**src/rtl/byte_packer.sv**
```systemverilog
// Packs a byte stream into big-endian 32-bit words for the padder, marking the
// final word of each message and emitting an empty terminator after aligned messages.
module byte_packer (
  input  logic        clk,
  input  logic        reset,
  input  logic [7:0]  in,
  input  logic        in_ready,
  input  logic        in_last,
  input  logic        in_nobyte,
  output logic        in_busy,
  output logic [31:0] out,
  output logic        out_ready,
  output logic        is_last,
  output logic [1:0]  byte_num,
  input  logic        buffer_full
);

  logic [31:0] acc_p0;
  logic [1:0]  cnt_p0;
  logic        term_pending;

  logic [31:0] acc_nx;
  logic [1:0]  cnt_nx;
  logic        term_nx;
  logic        load;
  logic [31:0] ld_word;
  logic        ld_last;
  logic [1:0]  ld_bn;

  logic        beat;
  logic        consume;
  logic        can_load;
  logic        nobyte;
  logic [31:0] merged;
  logic [2:0]  cnt_inc;

  // Lane 0 is the most significant byte, so earlier bytes land higher in the word.
  function automatic logic [31:0] put_byte(input logic [31:0] a, input logic [7:0] b,
                                           input logic [1:0] lane);
    logic [31:0] r;
    r = a;
    case (lane)
      2'd0:    r[31:24] = b;
      2'd1:    r[23:16] = b;
      2'd2:    r[15:8]  = b;
      default: r[7:0]   = b;
    endcase
    return r;
  endfunction

  // A pending terminator blocks input so it always owns the next free output slot.
  assign in_busy = (out_ready && buffer_full) || term_pending;

  always_comb begin
    beat     = in_ready && !in_busy;
    consume  = out_ready && !buffer_full;
    can_load = !out_ready || consume;
    nobyte   = in_last && in_nobyte;
    merged   = put_byte(acc_p0, in, cnt_p0);
    cnt_inc  = {1'b0, cnt_p0} + 3'd1;

    acc_nx  = acc_p0;
    cnt_nx  = cnt_p0;
    term_nx = term_pending;
    load    = 1'b0;
    ld_word = 32'd0;
    ld_last = 1'b0;
    ld_bn   = 2'd0;

    if (term_pending) begin
      if (can_load) begin
        load    = 1'b1;
        ld_last = 1'b1;
        term_nx = 1'b0;
      end
    end else if (beat) begin
      if (nobyte) begin
        load    = 1'b1;
        ld_word = acc_p0;
        ld_last = 1'b1;
        ld_bn   = cnt_p0;
        acc_nx  = 32'd0;
        cnt_nx  = 2'd0;
      end else if (cnt_inc == 3'd4) begin
        // A full word never carries is_last; a last beat here defers to the terminator.
        load    = 1'b1;
        ld_word = merged;
        acc_nx  = 32'd0;
        cnt_nx  = 2'd0;
        term_nx = in_last;
      end else if (in_last) begin
        load    = 1'b1;
        ld_word = merged;
        ld_last = 1'b1;
        ld_bn   = cnt_inc[1:0];
        acc_nx  = 32'd0;
        cnt_nx  = 2'd0;
      end else begin
        acc_nx = merged;
        cnt_nx = cnt_inc[1:0];
      end
    end
  end

  // Stage p0 -> output register
  always_ff @(posedge clk or posedge reset) begin
    if (reset) begin
      acc_p0       <= 32'd0;
      cnt_p0       <= 2'd0;
      term_pending <= 1'b0;
      out          <= 32'd0;
      is_last      <= 1'b0;
      byte_num     <= 2'd0;
      out_ready    <= 1'b0;
    end else begin
      acc_p0       <= acc_nx;
      cnt_p0       <= cnt_nx;
      term_pending <= term_nx;
      if (load) begin
        out       <= ld_word;
        is_last   <= ld_last;
        byte_num  <= ld_bn;
        out_ready <= 1'b1;
      end else if (consume) begin
        out_ready <= 1'b0;
      end
    end
  end

endmodule
```
**config.mk**
```make
export PLATFORM = sky130hd
export DESIGN_NAME = byte_packer
export DESIGN_NICKNAME = d
export VERILOG_FILES = /design/src/rtl/byte_packer.sv
export SDC_FILE = /design/constraint.sdc
export NUM_CORES = 1
export LEC_CHECK = 0
export CORE_ASPECT_RATIO = 1.2
export CORE_UTILIZATION = 60
export DETAILED_ROUTE_END_ITERATION = 8
export DONT_BUFFER_PORTS = 1
export PLACE_DENSITY = 0.76
export RECOVER_POWER = 100
export SYNTH_ARGS = -nofsm -noshare
export SYNTH_HDL_FRONTEND = slang
export SYNTH_SLANG_ARGS = --single-unit
```
**constraint.sdc**
```tcl
create_clock -name clk -period 6.96 [get_ports clk]
set_input_delay 2.088 -clock clk [delete_from_list [all_inputs] [get_ports clk]]
set_output_delay 2.088 -clock clk [all_outputs]
set_load 0.05 [all_outputs]
```
==> impl_metrics.csv, run 1 <==
group,metric,value,unit
outcome,status,"complete, but fails checks",
outcome,violations,"max-capacitance violations, max-slew violations",
placement,gp_congestion,0.8231,
critical_path,cp_max_fo,14,
yosys,syn_nets,255,
clock_network,cts_tree,"built",
critical_path,slowest_delay,0.77,ns
finish,syn_to_final_growth,5.955,%
yosys,synth_edf_count,0,
clock_network,cts_hold_buf,0,
critical_path,critical_path.top_delay_family,"compound AO/OA/AOI/OAI gates",
yosys,yosysUniqueCellTypes,40,
min_path,hp-class,"reg -> reg",
clock_network,cts_resized,0,
clock_network,cts.reportedPaths.clkPinSlew,0.08,ns
yosys,async_reset_ff_frac,1.000,
drt,drt_pass1_iterations,4,
yosys,synth_warnings,0,
clock_network,root_buffer,"clkbuf_8",
power_and_ir_drop,powerDensity,392.0,mW/mm²
drt,wirelength,6717,µm
clock_network,cts_buffers,9,
global_routing,grt_pass1_vias,2003,
yosys,syn_inst,237,
yosys,ys_seq_elements,71,
finish,drive_gt1_frac,0.1088,
critical_path,cp-start-kind,"input pin",
flow_run,cap_violations,1,
global_routing,grt.total_usage,0.2725,
finish,area.sequential,0.001777,mm²
sta,min_period_over_period,0.7797,
clock_network,insertion_delay,0.35,ns
global_routing,grt.overflow.total,0,
floorplan,start_util,0.6293,
clock_network,cts_buffer_depth,2,
drt,wire_per_inst,22.46,µm
placement,dp_slack,1.869,ns
yosys,synth_top_area_cell,"dfrtp_1",
placement,io_buffers,0,
floorplan,io_pins,51,
power_and_ir_drop,leakagePower,1.468,nW
floorplan,rows,28,
sta,fin_ws,1.533,ns
critical_path,worstPathArrival,3.34,ns
finish,n_antenna_cell,0,
sta,slew_viol_final,49,
finish,multiInputGateArea,0.001200,mm²
sta,worst_slew_pin_slew,2.469,ns
drt,drt_iter0_drc,128,
critical_path,worst_setup_path_end_kind,"output pin",
global_routing,grt_max_degree,49,
yosys,syn_avg_cell_area,13.21,µm²
placement,dp_hpwl,4334,µm
power_and_ir_drop,peakVddDrop,0.2281,mV
sta,setup_viol,0,
sta,final.min_clock_period,5.427,ns
global_routing,antenna_found_initial,0,
sta,fmax,184.3,MHz
drt,vias_per_cell,6.726,
floorplan,die_h,81.13,µm
yosys,syn-cell-area,0.003131,mm²
global_routing,grt_pass1_wl,10700,µm
yosys,yosysSeqAreaShare,0.5675,
yosys,yosysMostFrequentCell,"dfrtp_1",
clock_network,clkSinkCount,71,
critical_path,cp_slowest_cell,"a21oi_1",
sta,rsz0062_at_grt,"no",
yosys,synth.area.top_cells,"dfrtp_1, o2bb2ai_1, mux2i_1, a22o_1, a32oi_1",
sta,clock_skew,0.01002,ns
clock_network,post_cts_buffers,0,
sta,fin_setup_tns,0,ns
critical_path,path_cells,"a21oi_1, inv_1",
critical_path,cp.buffers_inverters,1,
floorplan,die-width,67.94,µm
critical_path,worstSetupPathType,"in -> out",
critical_path,cp.required,4.87,ns
finish,nFillCells,363,
finish,nNetsFinal,252,
drt,ant_nets,0,
drt,via_count,2011,
yosys,synthTopCellsByCount,"dfrtp_1, o2bb2ai_1, a22o_1",
floorplan,coreArea,0.004975,mm²
clock_network,h-tree-depth,3,
yosys,synth_ff_type,"dfrtp_1",
floorplan,die_area,0.005512,mm²
drt,remaining_drc_errors,0,
sta,hold_violations,0,
yosys,yosysTopAreaCellShare,0.5675,
sta,slew_headroom,-0.6457,
placed cells by master, fill, tap and decap left out, types with 2 or more instances in the layout:
| master | instances |
|---|---|
| mux2i_1 | 22 |
| ha_1 | 4 |
| dfrtp_1 | 71 |
| mux2_2 | 2 |
| nand2_1 | 7 |
| clkbuf_8 | 12 |
| nand3_1 | 2 |
| nor2_1 | 2 |
| a21oi_1 | 3 |
| a22o_1 | 24 |
| nand2b_1 | 2 |
| buf_4 | 3 |
| inv_1 | 6 |
| o211ai_1 | 2 |
| and2_0 | 5 |
| and2_1 | 4 |
| a32o_1 | 2 |
| o32ai_1 | 2 |
| a32oi_1 | 8 |
| a21boi_0 | 2 |
| o2bb2ai_1 | 30 |
| o21a_1 | 2 |
| o21ai_0 | 2 |
| and4_1 | 3 |
| o22ai_1 | 2 |
flip-flops by register name, summed over array words and instances (netlist names):
| name | cells |
|---|---|
| byte_num | 2 |
| term_pending | 1 |
| out | 32 |
| acc_p0 | 32 |
| cnt_p0 | 2 |
| is_last | 1 |
| out_ready | 1 |
metal layers:
metal  wire, µm  GRT usage  vias to the layer above
li1           -          -                      904
met1       2967     0.3887                     1026
met2       3199     0.4069                       76
met3        508    0.05056                        5
met4         42     0.1125                        0
met5          0          0                        -
where the power goes:
group	internal [mW]	switching, mW	leakage (nW)	total, mW
registers	0.489	0.246	0.954	0.735
logic	0.101	0.112	0.406	0.212
clock network	0.196	0.157	0.109	0.352
total	0.785	0.515	1.47	1.30
per-stage QoR:
step                cell area [µm²]    util  instances  hold slack, ns  power, mW
finish                         3317  0.6668        299          0.4951      1.300
global route                   3317  0.6668        299          0.5088      1.353
floorplan                      3131       -        237          0.4534     0.9129
CTS                            3344  0.6723        299          0.4936      1.310
global placement               3128  0.6288        283          0.4687     0.9475
detailed placement             3128  0.6288        283          0.4713     0.9588
cell type report:
type,count,share of cell area
Inverter,6,0.006790
Multi-Input combinational cell,142,0.3618
Clock buffer,12,0.04979
Sequential cell,71,0.5356
Clock inverter,4,0.01547
Timing Repair Buffer,4,0.007922
Tap cell,60,0.02263
worst reg2reg max path, cell delays in order (launching register included):
cell and delay (ns):
dfrtp_1 0.58, a21oi_1 0.86, nand2_1 0.82, and2_1 0.44
logic make-up (layout without fill, tap and decap cells):
| kind of cell | after synthesis | in the layout | share of synthesized area |
|---|---|---|---|
| buffers and inverters | 24 | 26 | 0.04157 |
| multiplexers | 24 | 24 | 0.07754 |
| XOR/XNOR | 1 | 1 | 0.002798 |
| adder cells (fa/ha/maj) | 4 | 4 | 0.01599 |
| AND/OR/NAND/NOR | 27 | 27 | 0.04916 |
| flip-flops | 71 | 71 | 0.5675 |
| AO/OA/AOI/OAI | 86 | 86 | 0.2454 |
final timing paths:
check                            endpoint  slack, ns  cells past startpoint        start
worst max-delay path              in_busy       1.53                      2  buffer_full
worst min-delay path            acc_p0[2]       0.50                      1    acc_p0[2]
worst max register to register  acc_p0[2]       4.15                      3    out_ready
worst min register to register  acc_p0[2]       0.50                      1    acc_p0[2]
max in group asynchronous       acc_p0[9]       2.36                      2        reset
min in group asynchronous         out[30]       1.80                      1        reset
(Power assumes the default switching activity.)
==> run 2: changes to the inputs <==
==> constraint.sdc (replaced) <==
create_clock -name clk -period 5.55 [get_ports clk]
set_input_delay 1.665 -clock clk [delete_from_list [all_inputs] [get_ports clk]]
set_output_delay 1.665 -clock clk [all_outputs]
set_load 0.05 [all_outputs]
==> run 2 against run 1 <==
The run still ends with max-capacitance violations, max-slew violations left. Power grew 27%. Register-to-register slack worse by 1.5 ns. Critical path type unchanged. First-iteration DRC count fell by 15%. Critical path depth did not move. Global-route usage up 0.45 points. Sequential share of layout area barely moved. Worst setup slack worse by 0.58 ns. Hold slack gained 0.0042 ns. Utilization increased by 0.050 points. Non-clock buffer count unchanged.
==> impl_metrics.csv, run 2 (same netlist as run 1, synthesis figures left out) <==
group,metric,value,unit
outcome,status,"complete, but fails checks",
outcome,violations,"max-capacitance violations, max-slew violations",
floorplan,die-width,67.94,µm
sta,min_period_over_period,0.8289,
global_routing,grt.overflow.total,0,
clock_network,cts_resized,0,
critical_path,worst_setup_path_end_kind,"output pin",
clock_network,post_cts_buffers,0,
critical_path,cp-start-kind,"input pin",
power_and_ir_drop,combPwrFrac,0.163,
clock_network,clkSinkCount,71,
finish,stdcell_count,299,
global_routing,antenna_found_initial,0,
finish,n_antenna_cell,0,
power_and_ir_drop,powerDensity,495.8,mW/mm²
finish,layout_common_cells,"dfrtp_1, o2bb2ai_1, a22o_1",
sta,fin_ws,0.9494,ns
sta,fin_setup_tns,0,ns
clock_network,insertion_delay,0.34,ns
global_routing,grt.total_usage,0.2770,
critical_path,path_cells,"a21oi_1, inv_1",
drt,vias_per_cell,6.936,
global_routing,grt_pass1_vias,2158,
critical_path,cp_max_fo,14,
critical_path,cp_slowest_cell,"a21oi_1",
clock_network,root_buffer,"clkbuf_8",
power_and_ir_drop,p_switching,0.6496,mW
power_and_ir_drop,internal-power,0.9960,mW
clock_network,cts.reportedPaths.clkPinSlew,0.08,ns
drt,drt_pass1_iterations,4,
drt,top_layer,"met4",
floorplan,coreArea,0.004975,mm²
power_and_ir_drop,power,1.646,mW
drt,drt_iter0_drc,109,
clock_network,cts_tree,"built",
floorplan,rows,28,
sta,hold_violations,0,
critical_path,cp.buffers_inverters,1,
placement,dp_slack,1.299,ns
drt,ant_nets,0,
clock_network,h-tree-depth,3,
power_and_ir_drop,leakagePower,1.467,nW
floorplan,die_h,81.13,µm
sta,clock_skew,0.01236,ns
flow_run,cap_violations,1,
power_and_ir_drop,p_seq_frac,0.561,
drt,wire_per_inst,22.79,µm
finish,largestRegisters,"acc_p0 x32, out x32",
sta,worst_slew_pin_slew,1.718,ns
power_and_ir_drop,p_clk_frac,0.276,
sta,setup_viol,0,
drt,remaining_drc_errors,0,
finish,final_common_cell,"dfrtp_1",
drt,wl_met2,3318,µm
placement,dp.cells,283,
finish,nFillCells,371,
global_routing,grt_pass1_wl,11050,µm
finish,fin_area,0.003319,mm²
global_routing,grt_max_degree,49,
sta,final.min_clock_period,4.601,ns
placement,dp_hpwl,4361,µm
power_and_ir_drop,switching_share,0.3947,
critical_path,rr_endpoint,"acc_p0[5]",
min_path,holdCritStartpoint,"acc_p0[6]",
sta,slew_viol_final,49,
placement,io_buffers,0,
floorplan,io_pins,51,
finish,drive_gt1_frac,0.1046,
drt,via_count,2074,
critical_path,worstPathArrival,2.94,ns
placement,placed_area,0.003128,mm²
sta,slew_headroom,-0.1463,
drt,wirelength,6814,µm
finish,nNetsFinal,252,
critical_path,r2r-start,"out_ready",
min_path,holdPathStages,1,
floorplan,die_area,0.005512,mm²
power_and_ir_drop,peakVddDrop,0.2845,mV
critical_path,critical_path.top_delay_family,"compound AO/OA/AOI/OAI gates",
placement,gp_congestion,0.8426,
finish,syn_to_final_growth,6.035,%
drt,m1WireLength,3080,µm
critical_path,rrSetupSlack,2.66,ns
sta,rsz0062_at_grt,"no",
min_path,hp-class,"reg -> reg",
critical_path,slowest_delay,0.78,ns
critical_path,r2r_cells,3,
drt,wl_met3,376,µm
floorplan,start_util,0.6293,
min_path,whs_endpoint,"acc_p0[6]",
clock_network,cts_buffer_depth,2,
sta,fmax,217.4,MHz
clock_network,cts_hold_buf,0,
clock_network,cts_buffers,9,
critical_path,cp.required,3.88,ns
critical_path,worstSetupPathType,"in -> out",
==> run 2: changes by cell type in the layout (fill, tap and decap cells not counted) <==
cell / change
and2_0: +4
and2_1: -4
bufinv_16: +1
clkbuf_1: +1
clkbuf_8: -3
clkinv_4: +1
clkinvlp_4: -1
inv_6: +1
==> run 2: per-stage QoR <==
step | util | hold WS, ns
floorplan | - | 0.4534
global placement | 0.6288 | 0.4687
detailed placement | 0.6288 | 0.4715
CTS | 0.6728 | 0.4951
global route | 0.6673 | 0.5194
finish | 0.6673 | 0.4993
==> run 2: how the worst max path moves through the flow <==
stage,cells past startpoint,end,startpoint
6_report,2,in_busy,buffer_full
3_3_place_gp,2,in_busy,buffer_full
2_1_floorplan,3,in_busy,buffer_full
3_5_place_dp,2,in_busy,buffer_full
4_1_cts,2,in_busy,buffer_full
5_1_grt,2,in_busy,buffer_full
==> run 2: area by class of cell <==
class	instances	area [µm²]	area share
clock buffers	10	127.6	0.03845
multi-input cells	142	1200	0.3615
well taps	60	75.07	0.02262
repair buffers	4	26.28	0.007916
clock inverters	6	91.34	0.02752
flip-flops and latches	71	1777	0.5352
inverters	6	22.52	0.006785
==> run 2: routing by layer <==
| metal | vias to the layer above | track usage |
|---|---|---|
| met5 | - | 0 |
| li1 | 906 | - |
| met3 | 5 | 0.06601 |
| met4 | 0 | 0.06458 |
| met1 | 1100 | 0.3929 |
| met2 | 63 | 0.4294 |
==> run 2: power groups by stage <==
stage                     Sequential, mW  Clock (mW)  Combinational [mW]
after floorplan                    0.912           0               0.233
after global placement             0.928           0               0.260
after detailed placement           0.931           0               0.272
after CTS                          0.923       0.457               0.276
after global routing               0.936       0.478               0.296
final                              0.923       0.454               0.269
==> run 3: changes to the inputs <==
==> constraint.sdc (replaced) <==
create_clock -name clk -period 4.52 [get_ports clk]
set_input_delay 1.356 -clock clk [delete_from_list [all_inputs] [get_ports clk]]
set_output_delay 1.356 -clock clk [all_outputs]
set_load 0.05 [all_outputs]
==> run 3 against run 2 <==
The flow still finishes with violations (max-capacitance violations, max-slew violations). Power is 20% higher. Cell count stayed put. Clock skew is 0.0035 ns higher. Sequential share of layout area is 0.16 points higher. Hold slack worse by 0.0022 ns. Worst setup slack worse by 0.049 ns.
==> impl_metrics.csv, run 3 (same netlist as run 1, synthesis figures left out) <==
group,metric,value,unit
sta,hold_violations,0,
finish,stdcell_count,299,
critical_path,cp.required,3.16,ns
floorplan,start_util,0.6293,
drt,drt_iter0_drc,168,
clock_network,cts_buffer_depth,2,
finish,fin_area,0.003309,mm²
clock_network,post_cts_buffers,0,
sta,slew_viol_final,47,
clock_network,cts_tree,"built",
clock_network,clkSinkCount,71,
critical_path,path_cells,"a21oi_2, inv_1",
drt,via_count,2043,
placement,io_buffers,0,
global_routing,grt_pass1_vias,2147,
critical_path,worstPathArrival,2.26,ns
critical_path,worstSetupPathType,"in -> out",
finish,nFillCells,368,
critical_path,worst_setup_path_end_kind,"output pin",
sta,fin_setup_tns,0,ns
global_routing,grt.overflow.total,0,
finish,final_common_cell,"dfrtp_1",
sta,clock_skew,0.01583,ns
power_and_ir_drop,switching_share,0.4085,
power_and_ir_drop,p_clk_frac,0.257,
drt,wirelength,6814,µm
clock_network,cts.reportedPaths.clkPinSlew,0.08,ns
power_and_ir_drop,p_seq_frac,0.575,
finish,drive_gt1_frac,0.1213,
power_and_ir_drop,powerDensity,595.2,mW/mm²
sta,setup_viol,0,
finish,largestRegisters,"acc_p0 x32, out x32",
placement,dp_hpwl,4527,µm
finish,nNetsFinal,252,
power_and_ir_drop,combPwrFrac,0.169,
finish,layout_common_cells,"dfrtp_1, o2bb2ai_1, a22o_1",
drt,drt_pass1_iterations,4,
min_path,holdCritStartpoint,"acc_p0[7]",
clock_network,cts_hold_buf,0,
drt,wire_per_inst,22.79,µm
finish,syn_to_final_growth,5.715,%
finish,postLayoutCoreUtil,0.6652,
critical_path,cp_slowest_cell,"a21oi_2",
outcome,status,"complete, but fails checks",
power_and_ir_drop,p_switching,0.8047,mW
clock_network,cts_buffers,9,
power_and_ir_drop,leakagePower,1.466,nW
critical_path,slowest_delay,0.50,ns
sta,rsz0062_at_grt,"no",
clock_network,insertion_delay,0.35,ns
sta,fmax,276.3,MHz
placement,dp.cells,283,
drt,ant_nets,0,
power_and_ir_drop,peakVddDrop,0.3906,mV
critical_path,cp-start-kind,"input pin",
floorplan,io_pins,51,
global_routing,grt_max_degree,47,
critical_path,critical_path.top_delay_family,"compound AO/OA/AOI/OAI gates",
floorplan,rows,28,
floorplan,coreArea,0.004975,mm²
sta,slew_headroom,-0.09709,
floorplan,die_area,0.005512,mm²
global_routing,grt_pass1_wl,11010,µm
clock_network,root_buffer,"clkbuf_8",
placement,placed_area,0.003128,mm²
floorplan,die-width,67.94,µm
placement,gp_congestion,0.8373,
sta,worst_slew_pin_slew,1.644,ns
drt,remaining_drc_errors,0,
global_routing,antenna_found_initial,0,
global_routing,grt.total_usage,0.2798,
sta,final.min_clock_period,3.620,ns
power_and_ir_drop,internal-power,1.165,mW
critical_path,cp.buffers_inverters,1,
drt,vias_per_cell,6.833,
min_path,hp-class,"reg -> reg",
flow_run,cap_violations,1,
sta,min_period_over_period,0.8008,
floorplan,die_h,81.13,µm
finish,n_antenna_cell,0,
critical_path,cp_max_fo,14,
critical_path,worstSetupStartpoint,"buffer_full",
critical_path,r2r-start,"out_ready",
outcome,violations,"max-capacitance violations, max-slew violations",
clock_network,h-tree-depth,3,
clock_network,cts_resized,0,
## run 3: area by class of cell
| cell class | instances | area (µm²) | share of cell area |
|---|---|---|---|
| clock buffer | 9 | 123.9 | 0.03743 |
| timing repair buffer | 4 | 26.28 | 0.007940 |
| inverter | 6 | 22.52 | 0.006805 |
| clock inverter | 7 | 71.32 | 0.02155 |
| multi-input combinational | 142 | 1214 | 0.3667 |
| sequential | 71 | 1777 | 0.5369 |
| tap | 60 | 75.07 | 0.02268 |
## run 3: through the flow
stage          hold WS (ns)  power (mW)  setup WS, ns
2_1_floorplan        0.4534       1.406         1.257
3_3_place_gp         0.4684       1.459        0.9461
3_5_place_dp         0.4721       1.478        0.8814
4_1_cts              0.4948       1.978        0.8862
5_1_grt              0.5151       2.046        0.5663
6_report             0.4972       1.970        0.9003
## run 3: worst paths after layout
| kind | to | slack (ns) | cells after the start |
|---|---|---|---|
| hold reg to reg | acc_p0[7] | 0.50 | 1 |
| max in group asynchronous | acc_p0[15] | 1.10 | 2 |
| setup / recovery | in_busy | 0.90 | 2 |
| hold / removal | acc_p0[7] | 0.50 | 1 |
| setup reg to reg | acc_p0[2] | 2.02 | 3 |
| min in group asynchronous | acc_p0[2] | 1.41 | 1 |
## run 3: power by group through the flow
stage	registers, mW	clock network [mW]	logic, mW
5_1_grt	1.15	0.530	0.366
2_1_floorplan	1.12	0	0.286
6_report	1.13	0.506	0.332
3_3_place_gp	1.14	0	0.319
3_5_place_dp	1.14	0	0.333
4_1_cts	1.13	0.508	0.337
## run 3: metal layers
layer  share of wire  vias up  wire, µm  GRT usage
li1                -      910         -          -
met1            0.44     1053      2996     0.3573
met2            0.48       67      3279     0.4353
met3           0.062       13       421    0.09270
met4           0.017        0       116     0.1104
met5               0        -         0          0
